## config.mk

```make
export PLATFORM = sky130hd
export DESIGN_NAME = stream_mux_rr
export DESIGN_NICKNAME = d
export VERILOG_FILES = /design/src/rtl/stream_mux_rr.sv
export SDC_FILE = /design/constraint.sdc
export NUM_CORES = 1
export LEC_CHECK = 0
export CAP_MARGIN = 20
export CORE_ASPECT_RATIO = 1.1
export CORE_MARGIN = 2
export CORE_UTILIZATION = 30
export DETAILED_ROUTE_END_ITERATION = 6
export GPL_TIMING_DRIVEN = 0
export SYNTH_ARGS = -nofsm -noshare
export SYNTH_HDL_FRONTEND = slang
export SYNTH_SLANG_ARGS = --single-unit
export TNS_END_PERCENT = 5
```

## constraint.sdc

```tcl
create_clock -name clk -period 17.5 [get_ports clk]
set_input_delay 2.625 -clock clk [delete_from_list [all_inputs] [get_ports clk]]
set_output_delay 2.625 -clock clk [all_outputs]
set_load 0.05 [all_outputs]
```

## src/rtl/stream_mux_rr.sv

```systemverilog
// stream_mux_rr: N-channel valid/ready stream multiplexer with round-robin arbitration
// and a single registered output stage. out_sel reports the source channel of each beat.
// Optional packet lock is enabled by defining STREAM_MUX_LOCK_EN; without it arbitration
// is per beat and in_last is only passed through.
module stream_mux_rr #(
    parameter int unsigned WIDTH = 8,
    parameter int unsigned NCH   = 16,
    localparam int unsigned SW   = (NCH > 1) ? $clog2(NCH) : 1
) (
    input  logic                 clk,
    input  logic                 reset,
    input  logic [NCH-1:0]       in_valid,
    output logic [NCH-1:0]       in_ready,
    input  logic [NCH*WIDTH-1:0] in_data,
    input  logic [NCH-1:0]       in_last,
    output logic                 out_valid,
    input  logic                 out_ready,
    output logic [WIDTH-1:0]     out_data,
    output logic [SW-1:0]        out_sel,
    output logic                 out_last
);

    logic             load;
    logic [SW-1:0]    ptr_q;
    logic [NCH-1:0]   cand;
    logic [NCH-1:0]   grant;
    logic             found;
    logic [SW-1:0]    gidx;
    logic [WIDTH-1:0] gdata;
    logic             glast;

    // The output register can take a new beat when empty or being drained this cycle.
    assign load = !out_valid || out_ready;

`ifdef STREAM_MUX_LOCK_EN
    logic lock_q;

    // While a packet is open only its channel (held in ptr_q) may compete.
    always_comb begin
        cand = in_valid;
        if (lock_q) begin
            cand = in_valid & (NCH'(1) << ptr_q);
        end
    end
`else
    assign cand = in_valid;
`endif

    // Round-robin search starting one past the last granted channel.
    always_comb begin
        int unsigned   idx;
        logic [SW-1:0] idx_s;
        found = 1'b0;
        gidx  = '0;
        idx   = 0;
        idx_s = '0;
        for (int unsigned k = 1; k <= NCH; k++) begin
            idx   = (32'(ptr_q) + k) % NCH;
            idx_s = SW'(idx);
            if (!found && cand[idx_s]) begin
                found = 1'b1;
                gidx  = idx_s;
            end
        end
    end

    assign grant    = found ? (NCH'(1) << gidx) : '0;
    assign in_ready = load ? grant : '0;

    // Select the granted channel's payload; grant is one-hot so OR-reduction is exact.
    always_comb begin
        gdata = '0;
        glast = 1'b0;
        for (int i = 0; i < NCH; i++) begin
            if (grant[i]) begin
                gdata = gdata | in_data[i*WIDTH +: WIDTH];
                glast = glast | in_last[i];
            end
        end
    end

    // Output register, round-robin pointer and (optionally) packet lock.
    always_ff @(posedge clk) begin
        if (reset) begin
            out_valid <= 1'b0;
            out_data  <= '0;
            out_sel   <= '0;
            out_last  <= 1'b0;
            ptr_q     <= SW'(NCH - 1);
`ifdef STREAM_MUX_LOCK_EN
            lock_q    <= 1'b0;
`endif
        end else if (load) begin
            if (found) begin
                out_valid <= 1'b1;
                out_data  <= gdata;
                out_sel   <= gidx;
                out_last  <= glast;
                ptr_q     <= gidx;
`ifdef STREAM_MUX_LOCK_EN
                // Only the locked channel can win while locked, so its last beat unlocks.
                lock_q    <= !glast;
`endif
            end else begin
                out_valid <= 1'b0;
            end
        end
    end

endmodule

```

== Word-level counts from Yosys, hierarchy flattened ==
Index checks and enable logic that the tools add are counted.
Operators by class
  reduce and logical (&&, ||, !) cells: 33
  shift operators: 1
  bitwise operators: 30
  divide/modulo/power cells: 0
  multipliers: 0
  multiplexer cells: 99
  add/sub/neg operators: 16
  magnitude comparators: 16
  eq/ne operators: 0
Operator list (number)
  $mux 8: 16
  $or 8x8->8: 15
  $lt 4x5->1 const B: 16
  $bmux 1 s4: 16
  $mux 4: 16
  $mux 1: 49
  $add 4x4->4 const B: 8
  $mux 16: 2
  $add 4x3->4 const B: 4
  $logic_not 1->1: 16
  $shl 1x4->16 const A: 1
  $logic_and 1x1->1: 15
  $or 1x1->1: 15
  $add 4x1->4 const B: 2
  $add 4x2->4 const B: 2
  $reduce_and 2->1: 1
  $logic_or 1x1->1: 1
Word-level totals
  input port bits: 163
  memories: 0
  word-level logic and storage cells: 200
  memory bits (read-only): 0
  latch bits: 0
  output and inout port bits: 30
  memory bits (writable): 0
  flip-flop bits (word level): 18

== Logic depth before layout (Yosys ltp) ==
Gate-level depths: netlist (run 1).
  word-level depth: 82
  depth in mapped cells: 24
  depth with buffers taken out: 14

== Worst setup path before layout (run 1) ==
Ideal clock, no wire load.
  path kind: input to output
  start: input port in_valid[9]
  end: output port in_ready[8]
  stages: 13
  buffers on the path: 2
  arrival: 6.261 ns
  required time: 14.875 ns
  setup slack: 8.614 ns
  cell sequence: mux4_2 > mux2i_1 > o211ai_1 > nand4b_4 > nor4_2 > buf_4 > nand2_2 > nand4b_1 > o211ai_1 > clkbuf_1 > and2_1 > nand2_1 > nor2_1
Between the ends
  cells in the longest elaborated chain, start to end: 51
  elaborated cells between the ends (all ways): 97
  those cells by class: shift: 1; mux: 66; reduce/logical: 30
Ends and longest elaborated chain
  start: declaration: RTL line 12  | input logic [NCH-1:0] in_valid,
  $bmux 1 s4: RTL line 60  | if (!found && cand[idx_s]) begin
  $mux 1 (implied by the code): RTL line 60
  $mux 1: RTL line 60
  $logic_not 1->1: RTL line 60
  $logic_and 1x1->1: RTL line 60
  $mux 1: RTL line 60
  $logic_not 1->1: RTL line 60
  $logic_and 1x1->1: RTL line 60
  [35 not listed]
  $logic_and 1x1->1: RTL line 60
  $mux 1: RTL line 60
  $logic_not 1->1: RTL line 60
  $logic_and 1x1->1: RTL line 60
  $mux 4: RTL line 60
  $shl 1x4->16: RTL line 67  | assign grant = found ? (NCH'(1) << gidx) : '0;
  $mux 16 (*): RTL line 67
  $mux 16 (*): RTL line 68  | assign in_ready = load ? grant : '0;
  end: declaration: RTL line 13  | output logic [NCH-1:0] in_ready,
Every way passes the cells marked *; elsewhere a longest branch is shown, timed or not. The select of a mux whose other input is x is not followed.

== Final worst setup path (run 1) ==
  start: input port in_valid[9]
  end: output port in_ready[14]
The elaborated chain is that of the path after synthesis.

==> impl_metrics.csv, run 1 <==
group,metric,value,unit
placement,gp_congestion,0.9713,
critical_path,critPathLaunch,"in_valid[9]",
logic_synthesis,synthCells,576,
logic_synthesis,netlist_area,4656,um^2
cells_and_area,layout.area.seq,360.3,um^2
global_route,grt_pass1_wl,32980,um
logic_synthesis,async_flop_share,0,%
global_route,first_global_vias,5970,
clock_network,path_clk_slew,60,ps
cells_and_area,insertedDiodeCount,0,
placement,place_hpwl,17630,um
critical_path,worst-path-buf-inv,4,
sta,setup_viol_count_final,0,
run_status,status,"completed",
clock_network,cts_resized,0,
clock_network,cts_max_level,1,
floorplan,die_area,16530,um^2
critical_path,cpLargestDelayFamily,"buffers and inverters",
clock_network,cts_buffers,3,
clock_network,cts_tree,"built",
sta,skew,3.579,ps
drt,vias_per_cell,5.998,
critical_path,worstRegToRegCells,19,
min_path,whs_path_depth,2,
cells_and_area,final_layout_size_suffix_gt1_share,13.49,%
logic_synthesis,synth_cell_types,81,
critical_path,cp.required,14880,ps
sta,slew_viol_final,0,
floorplan,ios,193,
logic_synthesis,synthFlopType,"dfxtp_1",
drt,dr.first_iter.drc_count,445,
floorplan,core_area,15110,um^2
critical_path,crit_arrival,8440,ps
logic_synthesis,yosys_warnings,0,
cells_and_area,area_growth,48.24,%
floorplan,std_cell_rows,47,
critical_path,crit_cells,13,
sta,tightest_slew,986.9,ps
sta,min_period_over_period,63.20,%
critical_path,start_kind,"input pin",
cells_and_area,multi_input_area,4006,um^2
floorplan,die_w,122.8,um
clock_network,cts.sinks,18,
sta,rsz0062_at_grt,"false",
logic_synthesis,synth-seq-cells,18,
clock_network,hold_buffers,0,
sta,clock.fmax,90.41,MHz
critical_path,reg2reg_from,"ptr_q[1]$_SDFFE_PP1P_",
critical_path,crit_chain,"clkdlybuf4s50_1 -> mux4_2 -> mux2i_1 -> o211ai_1 -> nand4b_4 -> nor4_2 -> buf_4 -> o21ai_1 -> o211ai_1 -> clkbuf_1 -> and2_1 -> nor2b_1 -> clkdlybuf4s50_1",
drt,drc,0,
clock_network,ctsRootBufferMaster,"clkbuf_16",
logic_synthesis,netlist_top_cells_area,"mux4_2 8.7%, dfxtp_1 7.7%, mux2i_1 7.7%",
global_route,grt_use_total,25.83,%
placement,io_buffers,191,
cells_and_area,finish.utilization,45.67,%
global_route,antenna_found_initial,0,
logic_synthesis,synth_edf_count,0,
placement,dp_slack,6549,ps
cells_and_area,nets,943,
drt,num_vias,5800,
critical_path,max_stage_delay,860,ps
min_path,hold_class,"reg -> reg",
sta,slew_headroom,33.66,%
global_route,grt_overflow,0,
drt,wire_per_inst,22.47,um
sta,finalSetupTns,0,ps
logic_synthesis,yosys-top-cells-count,"51 x nor2_1, 36 x mux2i_1, 36 x nand2_1",
cells_and_area,fillers,1492,
critical_path,crit_slowest_cell,"clkdlybuf4s50_1",
floorplan,initial_core_util,30.81,%
global_route,grt_max_degree,13,
drt,dr.pass1.iters,5,
drt,drt_wl_total,21730,um
critical_path,cp_max_fo,10,
sta,final.setup.worst_slack,6439,ps
logic_synthesis,synth_most_common_cell,"nor2_1",
logic_synthesis,synth_area_per_cell,8.083,um^2
drt,drtAntennaViolNets,0,
clock_network,post_cts_buffers,0,
logic_synthesis,yosysSeqAreaShare,7.740,%
job,cap_violations,0,
clock_network,clkLatencyLatePin,250,ps
critical_path,critPathCaptureType,"primary output",
logic_synthesis,syn-num-nets,747,
logic_synthesis,synth_top_cell_by_area,"mux4_2",
logic_synthesis,synth_top_area_share,8.707,%
min_path,hold_start,"out_sel[2]$_SDFFE_PP0P_",
floorplan,dieHeight,134.7,um
critical_path,crit_type,"in -> out",
sta,finalCriticalPeriod,11060,ps
clock_network,clockBufferDepth,2,
sta,hold_violations,0,
==> metal layers <==
layer | wire [um] | vias to the layer above | global-route usage, %
met3 | 1697 | 63 | 5.068
met5 | 0 | - | 0
met2 | 10960 | 317 | 45.98
met4 | 994 | 0 | 10.54
met1 | 8075 | 2739 | 29.90
li1 | - | 2681 | -
==> registers in the layout (all words and copies together) (netlist names) <==
name / cells
out_data: 8
out_last: 1
out_sel: 4
out_valid: 1
ptr_q: 4
==> cells by family after synthesis <==
group	Yosys count	synth area share (%)
adders and majority gates	8	2.150
and+or+nand+nor	206	24.40
buffers and inverters	60	6.208
xor gates and xnor gates	12	2.741
DFF	18	7.740
muxes	91	25.64
AOI/OAI and AO/OA	181	31.12
==> path summary, 6_finish.rpt <==
| kind | end | slack [ps] |
|---|---|---|
| setup / recovery | in_ready[14] | 6440 |
| setup reg to reg | out_data[7]$_SDFFE_PP0P_ | 10220 |
| hold / removal | out_sel[2]$_SDFFE_PP0P_ | 500 |
| hold reg to reg | out_sel[2]$_SDFFE_PP0P_ | 500 |
==> cell type report <==
type	instances	area share, %
clock buffer	4	1.287
inverter	17	0.9246
multi-input combinational	498	58.05
tap	196	3.553
buffer	43	3.263
timing repair buffer	191	27.70
sequential	18	5.221
==> placed cells by master, fill, tap and decap left out, types with 7 or more instances in the layout <==
| cell type | instances |
|---|---|
| nor3_1 | 12 |
| mux4_2 | 18 |
| mux2i_1 | 36 |
| and2_1 | 11 |
| and3_1 | 16 |
| a221oi_1 | 10 |
| ha_1 | 8 |
| mux2_2 | 28 |
| o21ai_0 | 16 |
| buf_2 | 15 |
| mux2_1 | 8 |
| inv_1 | 14 |
| nand2_1 | 36 |
| nand3_1 | 23 |
| a21oi_1 | 20 |
| a311oi_1 | 11 |
| a2bb2o_1 | 8 |
| nor2_1 | 51 |
| a2bb2oi_1 | 7 |
| a22oi_1 | 28 |
| buf_4 | 8 |
| a32oi_1 | 7 |
| a22o_1 | 12 |
| nor2b_1 | 13 |
| clkdlybuf4s50_1 | 191 |
| xnor2_1 | 7 |
| clkbuf_1 | 16 |
| dfxtp_1 | 18 |
==> metrics by stage <==
stage | hold slack, ps | instance area (um^2) | instances
6_report | 500.0 | 6902 | 967
5_1_grt | 519.0 | 6902 | 967
4_1_cts | 499.9 | 6902 | 967
3_5_place_dp | 488.6 | 6813 | 963
3_3_place_gp | 475.2 | 6813 | 963
2_1_floorplan | 704.7 | 4656 | 576
==> worst register-to-register path: cells and delay by family, from the launching register on <==
| kind | cells | cell delay (ps) |
|---|---|---|
| compound gates | 3 | 1200 |
| fa+ha+maj | 1 | 470 |
| buf+inv | 6 | 2290 |
| flops | 1 | 440 |
| mux | 3 | 1220 |
| simple gates | 6 | 1500 |
Power of run 1 is not shown: default switching activity piles up to over one toggle a cycle in this logic, so the estimate is an artifact.
==> run 2: changes to the inputs <==
clock period = 10.7 ns   (was 17.5 ns; I/O delays follow)
==> results of run 2 <==
The final DEF is identical to that of run 1. Status: completed.
Main changes from that run: setup slack after placement 6549 ps -> 1600 ps; setup slack after layout 6439 ps -> 1123 ps; start point of the critical path in_valid[9] -> ptr_q[1]$_SDFFE_PP1P_; register-to-register setup slack 10220 ps -> 3420 ps
Power of run 2 is left out for the same reason.
==> run 3: changes to the inputs <==
CTS_CLUSTER_SIZE = 8   (was not set)
GPL_ROUTABILITY_DRIVEN = 0   (was not set)
==> run 3 against run 2 <==
Clock-buffer cell count unchanged; first-iteration DRC count grew 28%; clock skew hardly changed; setup slack gained 100 ps; sequential share of layout area unchanged; non-clock buffer count unchanged; largest cell class unchanged; final area unchanged; core utilization is the same; hold slack worse by 6.1 ps; highest routed layer unchanged.
==> impl_metrics.csv, run 3 (synthesis gave the netlist of run 1 again) <==
group,metric,value,unit
global_route,first_global_vias,5859,
placement,io_buffers,191,
global_route,use_met2,45.79,%
critical_path,crit_arrival,7870,ps
clock_network,cts_resized,0,
drt,dr.pass1.iters,5,
clock_network,cts.sinks,18,
min_path,hold_class,"reg -> reg",
min_path,hold_start,"out_sel[3]$_SDFFE_PP0P_",
cells_and_area,reg.largest.list,"out_data: 8 flops, out_sel: 4 flops, ptr_q: 4 flops",
clock_network,clockBufferDepth,2,
cells_and_area,multi_input_area,4006,um^2
critical_path,r2r_end,"out_data[7]$_SDFFE_PP0P_",
cells_and_area,layout.area.seq,360.3,um^2
critical_path,worstRegToRegCells,19,
drt,drt_wl_total,21380,um
global_route,grt_overflow,0,
run_status,status,"completed",
critical_path,crit_chain,"buf_2 -> buf_1 -> clkinv_1 -> ha_1 -> buf_2 -> buf_2 -> mux4_2 -> mux2_2 -> mux2i_1 -> nand3_1 -> nor4_2 -> nand2_2 -> nand4b_1 -> o211ai_1 -> clkbuf_1 -> and2_1 -> nor2b_1 -> clkdlybuf4s50_1",
clock_network,cts_tree,"built",
clock_network,ctsRootBufferMaster,"clkbuf_16",
floorplan,ios,193,
floorplan,std_cell_rows,47,
drt,wire_per_inst,22.11,um
sta,slew_headroom,36.13,%
critical_path,reg2reg_from,"ptr_q[1]$_SDFFE_PP1P_",
floorplan,die_area,16530,um^2
placement,place_hpwl,17470,um
sta,slew_viol_final,0,
cells_and_area,final_common_cell,"clkdlybuf4s50_1",
global_route,met3_usage,4.223,%
drt,dr.first_iter.drc_count,570,
cells_and_area,area_growth,48.24,%
sta,finalSetupTns,0,ps
cells_and_area,insertedDiodeCount,0,
min_path,whs_endpoint,"out_sel[3]$_SDFFE_PP0P_",
clock_network,path_clk_slew,50,ps
global_route,use_met1,30.30,%
cells_and_area,final_layout_size_suffix_gt1_share,13.49,%
sta,finalCriticalPeriod,9476,ps
critical_path,critPathCaptureType,"primary output",
floorplan,die_w,122.8,um
cells_and_area,mostFrequentLayoutCells,"191 x clkdlybuf4s50_1, 51 x nor2_1, 36 x mux2i_1, 36 x nand2_1",
sta,skew,3.891,ps
critical_path,r2r_setup_slack,3370,ps
critical_path,max_stage_delay,860,ps
global_route,grt_busiest_layer,"met2",
clock_network,clkLatencyLatePin,250,ps
global_route,grt_pass1_wl,32370,um
min_path,whs_path_depth,2,
clock_network,post_cts_buffers,0,
critical_path,crit_type,"reg -> out",
sta,min_period_over_period,88.56,%
floorplan,initial_core_util,30.81,%
sta,hold_violations,0,
cells_and_area,fillers,1522,
floorplan,dieHeight,134.7,um
drt,vias_per_cell,6.042,
drt,drtAntennaViolNets,0,
critical_path,crit_slowest_cell,"clkdlybuf4s50_1",
cells_and_area,top_register,"out_data",
sta,clock.fmax,105.5,MHz
job,cap_violations,0,
global_route,grt_max_degree,13,
critical_path,start_kind,"flop",
sta,rsz0062_at_grt,"false",
sta,setup_viol_count_final,0,
clock_network,cts_max_level,1,
critical_path,critPathLaunch,"ptr_q[1]$_SDFFE_PP1P_",
critical_path,cp_common_cell,"buf_2",
critical_path,cp_max_fo,11,
drt,num_vias,5843,
cells_and_area,nets,943,
clock_network,cts_buffers,3,
floorplan,core_area,15110,um^2
global_route,grt_use_total,25.29,%
clock_network,hold_buffers,0,
critical_path,cp.required,9100,ps
sta,tightest_slew,953.8,ps
drt,drc,0,
cells_and_area,largest_reg_flops,8,
global_route,antenna_found_initial,1,
==> run 3: cell counts in the layout (fill, tap and decap cells not counted) <==
No cell type changed its count.
==> run 3: final cells by class <==
cell class	instances	area share, %
multi-input cells	498	58.05
plain buffers	43	3.263
flip-flops and latches	18	5.221
inverters	17	0.9246
well taps	196	3.553
clock buffers	4	1.287
repair buffers	191	27.70
==> run 3: worst max-delay path by stage <==
stage,end,cells after the start,slack (ps)
2_1_floorplan,in_ready[8],19,3720
3_3_place_gp,in_ready[14],18,1680
3_5_place_dp,in_ready[14],18,1670
4_1_cts,in_ready[14],18,1380
5_1_grt,in_ready[14],18,890
6_report,in_ready[14],18,1220
==> run 3: through the flow <==
| stage | cell area (um^2) | worst slack [ps] | cells | utilization [%] | hold slack, ps |
|---|---|---|---|---|---|
| 3_3_place_gp | 6813 | 1676 | 963 | 45.08 | 474.0 |
| 5_1_grt | 6902 | 886.2 | 967 | 45.67 | 516.7 |
| 4_1_cts | 6902 | 1378 | 967 | 45.67 | 497.6 |
| 3_5_place_dp | 6813 | 1666 | 963 | 45.08 | 484.6 |
| 2_1_floorplan | 4656 | 3720 | 576 | - | 704.7 |
| 6_report | 6902 | 1224 | 967 | 45.67 | 493.9 |
==> run 3: critical path, delay by kind of cell, from the launching register on <==
family	cells	cell delay, ps
AO/OA/AOI/OAI	1	450
adder cells (fa/ha/maj)	1	440
buffers and inverters	7	3120
flip-flops	1	470
multiplexers	3	1240
AND/OR/NAND/NOR	6	1880
==> run 3: metal layers <==
metal | share of wire (%) | vias up | routed length, um
met1 | 37 | 2799 | 7863
met3 | 8.3 | 40 | 1774
met5 | 0 | - | 0
li1 | - | 2680 | -
met2 | 52 | 324 | 11110
met4 | 2.9 | 0 | 629
Power of run 3 is left out for the same reason.
